$ cat src/rtl/xor_tree_fault_monitor.sv
// Laser fault-injection target: registered operand feeds a protected XOR tree
// that is compared each cycle against an independently built parity chain.
module xor_tree_fault_monitor #(
    parameter int WIDTH = 6,
    parameter int CNT_W = 16,
    parameter int DIV_W = 4
) (
    input  logic             sysclk_n,
    input  logic             rst_n,
    input  logic [WIDTH-1:0] a,
    input  logic [1:0]       mode,
    input  logic             arm,
    input  logic             clr,
    output logic             q,
    output logic             fault,
    output logic [CNT_W-1:0] fault_cnt,
    output logic [WIDTH-1:0] fault_vec,
    output logic             sweep_done
);

    localparam logic [1:0] MODE_TOGGLE = 2'b01;
    localparam logic [1:0] MODE_SWEEP  = 2'b10;

    localparam logic [2:0] S_IDLE  = 3'd0;
    localparam logic [2:0] S_ARMED = 3'd1;
    localparam logic [2:0] S_SWEEP = 3'd2;
    localparam logic [2:0] S_DRAIN = 3'd3;
    localparam logic [2:0] S_DONE  = 3'd4;

    logic [WIDTH-1:0] op_d, op_q;
    logic [WIDTH-1:0] op_dly_d, op_dly_q;
    logic             tgt_d, tgt_q;
    logic             gold_d, gold_q;
    logic [DIV_W-1:0] div_d, div_q;
    logic             tog_d, tog_q;
    logic [WIDTH-1:0] sweep_cnt_d, sweep_cnt_q;
    logic [2:0]       state_d, state_q;
    logic             drain_d, drain_q;
    logic             fault_d, fault_q;
    logic [CNT_W-1:0] fault_cnt_d, fault_cnt_q;
    logic [WIDTH-1:0] fault_vec_d, fault_vec_q;
    logic             sweep_done_d, sweep_done_q;

    logic             sweep_run_s;
    logic             sweep_wrap_s;
    logic             count_en_s;
    logic             counted_s;

    // The target tree and the golden chain must stay physically separate so a
    // laser hit on one is visible against the other.
    (* dont_touch = "true" *) logic tree_s;
    (* keep = "true", dont_touch = "true" *) logic gold_par_s;

    assign tree_s = ^op_q;

    always_comb begin
        gold_par_s = 1'b0;
        for (int i = 0; i < WIDTH; i++) begin
            gold_par_s = gold_par_s ^ op_q[i];
        end
    end

    always_comb begin
        div_d = div_q;
        tog_d = tog_q;
        if (mode == MODE_TOGGLE) begin
            if (div_q == {DIV_W{1'b1}}) begin
                div_d = {DIV_W{1'b0}};
                tog_d = ~tog_q;
            end else begin
                div_d = div_q + {{(DIV_W-1){1'b0}}, 1'b1};
            end
        end else begin
            div_d = div_q;
        end
    end

    always_comb begin
        case (mode)
            MODE_TOGGLE: op_d = {a[WIDTH-1:1], tog_q};
            MODE_SWEEP:  op_d = sweep_cnt_q;
            default:     op_d = a;
        endcase
        op_dly_d = op_q;
        tgt_d    = tree_s;
        gold_d   = gold_par_s;
    end

    assign sweep_run_s  = arm && (mode == MODE_SWEEP);
    assign sweep_wrap_s = (state_q == S_SWEEP) && sweep_run_s &&
                          (sweep_cnt_q == {WIDTH{1'b1}});

    always_comb begin
        state_d = state_q;
        drain_d = drain_q;
        if (clr) begin
            state_d = S_IDLE;
        end else begin
            case (state_q)
                S_IDLE: begin
                    if (arm) begin
                        state_d = (mode == MODE_SWEEP) ? S_SWEEP : S_ARMED;
                    end else begin
                        state_d = S_IDLE;
                    end
                end
                S_ARMED: begin
                    if (!arm) begin
                        state_d = S_IDLE;
                    end else begin
                        state_d = S_ARMED;
                    end
                end
                S_SWEEP: begin
                    if (!sweep_run_s) begin
                        state_d = S_IDLE;
                    end else if (sweep_wrap_s) begin
                        state_d = S_DRAIN;
                        drain_d = 1'b0;
                    end else begin
                        state_d = S_SWEEP;
                    end
                end
                // Two extra cycles let the last vector reach the comparator.
                S_DRAIN: begin
                    if (!sweep_run_s) begin
                        state_d = S_IDLE;
                    end else if (drain_q) begin
                        state_d = S_DONE;
                    end else begin
                        drain_d = 1'b1;
                    end
                end
                S_DONE: begin
                    if (!arm) begin
                        state_d = S_IDLE;
                    end else begin
                        state_d = S_DONE;
                    end
                end
                default: state_d = S_IDLE;
            endcase
        end
    end

    always_comb begin
        count_en_s = (state_q == S_ARMED) || (state_q == S_SWEEP) || (state_q == S_DRAIN);
        counted_s  = count_en_s && (tgt_q != gold_q);
    end

    always_comb begin
        sweep_cnt_d  = sweep_cnt_q;
        sweep_done_d = sweep_done_q;
        if (clr) begin
            sweep_cnt_d  = {WIDTH{1'b0}};
            sweep_done_d = 1'b0;
        end else if ((state_q == S_IDLE) && sweep_run_s) begin
            sweep_cnt_d = {WIDTH{1'b0}};
        end else if ((state_q == S_SWEEP) && sweep_run_s) begin
            sweep_cnt_d = sweep_cnt_q + {{(WIDTH-1){1'b0}}, 1'b1};
            if (sweep_wrap_s) begin
                sweep_done_d = 1'b1;
            end else begin
                sweep_done_d = sweep_done_q;
            end
        end else begin
            sweep_cnt_d = sweep_cnt_q;
        end
    end

    always_comb begin
        fault_d     = fault_q;
        fault_cnt_d = fault_cnt_q;
        fault_vec_d = fault_vec_q;
        if (clr) begin
            fault_d     = 1'b0;
            fault_cnt_d = {CNT_W{1'b0}};
            fault_vec_d = {WIDTH{1'b0}};
        end else if (counted_s) begin
            fault_d = 1'b1;
            if (fault_cnt_q != {CNT_W{1'b1}}) begin
                fault_cnt_d = fault_cnt_q + {{(CNT_W-1){1'b0}}, 1'b1};
            end else begin
                fault_cnt_d = fault_cnt_q;
            end
            if (!fault_q) begin
                fault_vec_d = op_dly_q;
            end else begin
                fault_vec_d = fault_vec_q;
            end
        end else begin
            fault_d = fault_q;
        end
    end

    always_ff @(posedge sysclk_n) begin
        if (!rst_n) begin
            state_q <= S_IDLE;
            drain_q <= 1'b0;
        end else begin
            state_q <= state_d;
            drain_q <= drain_d;
        end
    end

    always_ff @(posedge sysclk_n) begin
        if (!rst_n) begin
            op_q         <= {WIDTH{1'b0}};
            op_dly_q     <= {WIDTH{1'b0}};
            tgt_q        <= 1'b0;
            gold_q       <= 1'b0;
            div_q        <= {DIV_W{1'b0}};
            tog_q        <= 1'b0;
            sweep_cnt_q  <= {WIDTH{1'b0}};
            sweep_done_q <= 1'b0;
            fault_q      <= 1'b0;
            fault_cnt_q  <= {CNT_W{1'b0}};
            fault_vec_q  <= {WIDTH{1'b0}};
        end else begin
            op_q         <= op_d;
            op_dly_q     <= op_dly_d;
            tgt_q        <= tgt_d;
            gold_q       <= gold_d;
            div_q        <= div_d;
            tog_q        <= tog_d;
            sweep_cnt_q  <= sweep_cnt_d;
            sweep_done_q <= sweep_done_d;
            fault_q      <= fault_d;
            fault_cnt_q  <= fault_cnt_d;
            fault_vec_q  <= fault_vec_d;
        end
    end

    assign q          = tgt_q;
    assign fault      = fault_q;
    assign fault_cnt  = fault_cnt_q;
    assign fault_vec  = fault_vec_q;
    assign sweep_done = sweep_done_q;

endmodule
$ cat config.mk
export PLATFORM = sky130hd
export DESIGN_NAME = xor_tree_fault_monitor
export DESIGN_NICKNAME = d
export VERILOG_FILES = /design/src/rtl/xor_tree_fault_monitor.sv
export SDC_FILE = /design/constraint.sdc
export NUM_CORES = 1
export LEC_CHECK = 0
export ABC_AREA = 1
export BUFFER_PORTS_ARGS = -buffer_cell sky130_fd_sc_hd__buf_2
export CORE_MARGIN = 2
export CORE_UTILIZATION = 40
export DETAILED_ROUTE_END_ITERATION = 16
export HOLD_SLACK_MARGIN = 0.05
export SLEW_MARGIN = 20
export SYNTH_ARGS = -nofsm -noshare
export SYNTH_HDL_FRONTEND = slang
export SYNTH_SLANG_ARGS = --single-unit
$ cat constraint.sdc
create_clock -name sysclk_n -period 2.81 [get_ports sysclk_n]
set_clock_uncertainty 0.2 [all_clocks]
set_input_delay 0.1405 -clock sysclk_n [delete_from_list [all_inputs] [get_ports sysclk_n]]
set_output_delay 0.1405 -clock sysclk_n [all_outputs]
set_load 0.05 [all_outputs]
==> results of run 1 <==
## area by class of cell
type / count / area [um2]
clock buffers: 7 / 96.3
well taps: 75 / 93.8
flip-flops and latches: 53 / 1060
inverters: 38 / 144
clock inverters: 1 / 5.00
fillers: 604 / 3030
multi-input cells: 246 / 1180
repair buffers: 46 / 278
## final timing paths
path | startpoint | end | slack (ns) | cells after the start
max | fault_cnt[1]$_SDFFE_PP0P_ | fault_cnt[15]$_SDFFE_PP0P_ | 0.69 | 8
min | mode[1] | op_dly_d[5]$_SDFF_PN0_ | 0.16 | 5
max reg2reg | fault_cnt[1]$_SDFFE_PP0P_ | fault_cnt[15]$_SDFFE_PP0P_ | 0.69 | 8
min reg2reg | op_dly_d[1]$_SDFF_PN0_ | op_dly_q[1]$_SDFF_PN0_ | 0.25 | 2
## worst reg2reg max path, delay by kind of cell, from the launching register on
| family | cells | cell delay (ns) |
|---|---|---|
| fa+ha+maj | 1 | 0.24 |
| flops | 1 | 0.41 |
| compound gates | 2 | 0.45 |
| simple gates | 3 | 0.33 |
| buf+inv | 2 | 0.35 |
## sequential cells by signal (all words and copies together) (netlist names)
name and count:
fault_vec 6, sweep_done 1, div_q 4, op_dly_d 6, op_dly_q 6, q 1, gold_q 1, sweep_cnt_q 6
fault 1, state_q 3, drain_q 1, tog_q 1, fault_cnt 16
## power by group
| group | internal, W | switching (W) | total [W] |
|---|---|---|---|
| combinational | 0.0000420 | 0.0000714 | 0.000113 |
| sequential | 0.000768 | 0.00000979 | 0.000777 |
| clock | 0.000223 | 0.000242 | 0.000465 |
## stage by stage
step | utilization, % | area (um2) | hold WS, ns | total power [W] | worst slack, ns
finish | 48.5 | 2860 | 0.157 | 0.00136 | 0.692
global route | 48.5 | 2860 | 0.171 | 0.00142 | 0.513
CTS | 48.5 | 2860 | 0.142 | 0.00137 | 0.681
detailed placement | 45.3 | 2660 | 0.205 | 0.000900 | 0.702
global placement | 45.3 | 2660 | 0.213 | 0.000898 | 0.785
floorplan | - | 2420 | 0.0895 | 0.000872 | 0.667
## routing by layer
layer  GRT usage, %  vias up
li1               -     1180
met1           21.9      976
met2           27.0       38
met3           4.51        4
met4           4.50        0
met5              0        -
## timing repair
item                      CTS  global route
buffers inserted            0             0
hold buffers                9             0
resized for setup           0             0
hold endpoints to repair   19             0
==> reports/qor.yml, run 1 <==
outcome:
  outcome: "finished, final reports clean"
cts:
  cts_root_buffer: "clkbuf_8"
  clk_pin_slew_ns: 0.10
  cts_tree: "built"
  cts.sinks: 53
  cts_buffers: 5
  insertion_delay_ns: 0.31
  cts.path.max_buffers: 2
  h-tree-depth: 2
grt:
  first_global_vias: 1930
  track_usage_pct: 16.7
  grt_max_degree: 25
  antenna_found_initial: 0
  overflow: 0
  grt_pass1_wl_um: 8690
worst_setup_path:
  slowest_delay_ns: 0.41
  crit_slowest_cell: "dfxtp_1"
  crit_type: "flop to flop"
  end_kind: "flop"
  worstSetupStartpointType: "flop"
  path_buf_inv: 2
  arrival_ns: 2.09
  crit_chain: "ha_1, nand3_2, inv_1, nand2_2, o21ai_4, inv_2, nand2_1, a21oi_1"
  cp.required_ns: 2.78
  critPathTopFamily: "compound AO/OA/AOI/OAI gates"
  crit_path_max_fanout: 16
route:
  ant_nets: 0
  wl_met3_um: 233
  drc: 0
  vias: 2198
  drtIter0Drc: 90
  wl_met1_um: 2530
  routed_wl_um: 5130
  dr_wl_met2_um: 2330
  wl_per_cell_um: 11.0
  firstDrtPassIters: 4
  viasPerCell: 4.72
  top_layer: "met4"
floorplanning:
  dieWidth_um: 81.7
  core_area_um2: 5890
  die_h_um: 81.7
  pin_count: 37
  initial_core_util_pct: 41.1
  fp-row-count: 28
  dieArea_um2: 6680
timing:
  fmax_mhz: 472
  fin_crit_sh_pct: 75.4
  maxSlewViolCount: 0
  rsz0062_at_grt: "no"
  tightest_slew_ns: 0.784
  slew-limit-headroom_pct: 47.7
  fin_setup_tns_ns: 0
  hold_violations: 0
  finalSetupViolCount: 0
  finalCriticalPeriod_ns: 2.12
layout:
  final_nets: 407
  fin_cells: 466
  syn_to_final_growth_pct: 18.2
  drive_gt1_share_pct: 13.8
  final_cell_mix: "nand2_1 (104), dfxtp_1 (53), nor2_1 (39), a21oi_1 (36), buf_2 (36)"
  antenna_cells: 0
  final_common_cell: "nand2_1"
worst_hold_path:
  hp-class: "input pin to flop"
power_and_ir_drop:
  power_density_nw_per_um2: 475
  cellLeakagePower_nw: 1.20
  ir_worst_vdd_mv: 0.270
synthesis:
  netlist_area_um2: 2420
  syn-num-nets: 359
  avgSynthCellArea_um2: 7.06
  postSynthCellCount: 342
  synth_warnings: 0
place:
  gp_congestion: 0.795
  dp.cells: 449
  numPortBuffers: 36
  dpl.hpwl_um: 3780
run:
  max_cap_viol_count: 0
Power figures use the tool's default switching activity.
==> inputs of run 2 (changes only) <==
==> constraint.sdc (replaced) <==
create_clock -name sysclk_n -period 1.81 [get_ports sysclk_n]
set_clock_uncertainty 0.2 [all_clocks]
set_input_delay 0.0905 -clock sysclk_n [delete_from_list [all_inputs] [get_ports sysclk_n]]
set_output_delay 0.0905 -clock sysclk_n [all_outputs]
set_load 0.05 [all_outputs]
==> reports/qor.yml, run 2 (synthesis results as in run 1) <==
worst_setup_path:
  slowest_delay_ns: 0.38
  crit_slowest_cell: "dfxtp_4"
  worstSetupStartpointType: "flop"
  crit_path_max_fanout: 6
  crit_type: "flop to flop"
  arrival_ns: 1.72
  end_kind: "flop"
  crit_chain: "ha_2, nand3_4, inv_2, nand2_2, o21ai_4, buf_6, nand2_1, a21oi_1"
  cp.required_ns: 1.85
cts:
  cts_buffers: 5
  insertion_delay_ns: 0.31
  clk_pin_slew_ns: 0.10
  cts_tree: "built"
  cts_root_buffer: "clkbuf_8"
  h-tree-depth: 2
  cts.path.max_buffers: 2
  cts.sinks: 53
floorplanning:
  core_area_um2: 5890
  initial_core_util_pct: 41.1
  dieWidth_um: 81.7
  pin_count: 37
  dieArea_um2: 6680
  fp-row-count: 28
  die_h_um: 81.7
timing:
  tightest_slew_ns: 0.372
  maxSlewViolCount: 0
  finalCriticalPeriod_ns: 1.68
  hold_violations: 0
  slew-limit-headroom_pct: 75.1
  setup_ws_ns: 0.126
  fin_crit_sh_pct: 93.0
  rsz0062_at_grt: "yes"
  finalSetupViolCount: 0
  fmax_mhz: 594
route:
  wl_per_cell_um: 11.0
  vias: 2227
  drtIter0Drc: 89
  drc: 0
  firstDrtPassIters: 4
  routed_wl_um: 5250
  viasPerCell: 4.68
  ant_nets: 0
place:
  dpl.hpwl_um: 3830
  numPortBuffers: 36
  gp_congestion: 0.788
  place_area_um2: 2730
  dp.cells: 455
  dp_slack_ns: 0.0968
grt:
  track_usage_pct: 16.4
  first_global_vias: 1920
  grt_pass1_wl_um: 8590
  antenna_found_initial: 0
  overflow: 0
  grt_max_degree: 25
layout:
  final_cell_mix: "nand2_1 (104), nor2_1 (37), dfxtp_1 (37), a21oi_1 (36), buf_2 (36)"
  fin_cells: 476
  final_area_um2: 2980
  fillers: 612
  drive_gt1_share_pct: 20.9
  antenna_cells: 0
  largest_reg_flops: 16
  syn_to_final_growth_pct: 23.3
  final_common_cell: "nand2_1"
  final_nets: 417
power_and_ir_drop:
  power_density_nw_per_um2: 696
  power_frac_comb_pct: 9.4
  p_total_w: 0.00207
  seqPwrFrac_pct: 58.1
  power_frac_clock_pct: 32.5
  cellLeakagePower_nw: 1.24
  ir_worst_vdd_mv: 0.392
  switchingPower_w: 0.000530
  swShare_pct: 25.6
  power.internal_w: 0.00154
run:
  max_cap_viol_count: 0
outcome:
  outcome: "finished, final reports clean"
worst_hold_path:
  hp-class: "input pin to flop"
==> run 2: changes by cell type in the layout (fill, tap and decap cells not counted), sizes merged <==
| cell | delta |
|---|---|
| buf | +9 |
| clkinvlp | +2 |
| clkbuf | -1 |
==> run 2: worst max-delay path: cells and delay by family (launching register included) <==
kind | cells | cell delay, ns
AOI/OAI and AO/OA | 2 | 0.37
adders and majority gates | 1 | 0.21
buffers and inverters | 2 | 0.23
DFF | 1 | 0.38
and+or+nand+nor | 3 | 0.22
==> run 2: worst paths after layout <==
kind | start | endpoint | slack, ns | cells past startpoint
max reg2reg | fault_cnt[0]$_SDFFE_PP0P_ | fault_cnt[10]$_SDFFE_PP0P_ | 0.13 | 8
min | mode[1] | op_dly_d[0]$_SDFF_PN0_ | 0.09 | 5
min reg2reg | fault_vec[5]$_SDFFE_PP0P_ | fault_vec[5]$_SDFFE_PP0P_ | 0.26 | 2
max | fault_cnt[0]$_SDFFE_PP0P_ | fault_cnt[10]$_SDFFE_PP0P_ | 0.13 | 8
==> run 2: layout make-up <==
type	count	area [um2]	area share [%]
Multi-Input combinational cell	246	1200	40.2
Sequential cell	53	1090	36.5
Timing Repair Buffer	55	357	12.0
Inverter	38	150	5.04
Tap cell	75	93.8	3.15
Clock buffer	6	72.6	2.44
Clock inverter	2	13.8	0.462
Timing Repair inverter	1	7.51	0.252
==> run 2: per-layer routing <==
metal  GRT usage, %  part of all wire (%)  vias to the layer above
met4           5.50                   1.5                        0
met3           3.41                   4.2                        7
met5              0                     0                        -
met2           26.2                    46                       33
li1               -                     -                     1197
met1           22.2                    49                      990
==> run 2: what timing repair did <==
action | in CTS | in global routing
resized for setup | 0 | 14
hold buffers | 9 | 0
setup endpoints to repair | 0 | 20
buffers inserted | 0 | 2
endpoints found under the hold margin | 24 | 0
==> run 2: per-stage QoR <==
stage                     hold WS [ns]  setup TNS (ns)  util [%]
after global placement           0.155               0      46.4
after CTS                       0.0814               0      49.4
final                           0.0893               0      50.6
after floorplan                 0.0395               0         -
after detailed placement         0.155               0      46.4
after global routing             0.135       -0.000458      50.6
==> run 2: power groups by stage <==
stage	Clock, W	Sequential (W)	Combinational (W)
finish	0.000673	0.00120	0.000195
global route	0.000740	0.00121	0.000216
CTS	0.000699	0.00120	0.000182
detailed placement	0	0.00123	0.000167
global placement	0	0.00123	0.000165
floorplan	0	0.00125	0.000103
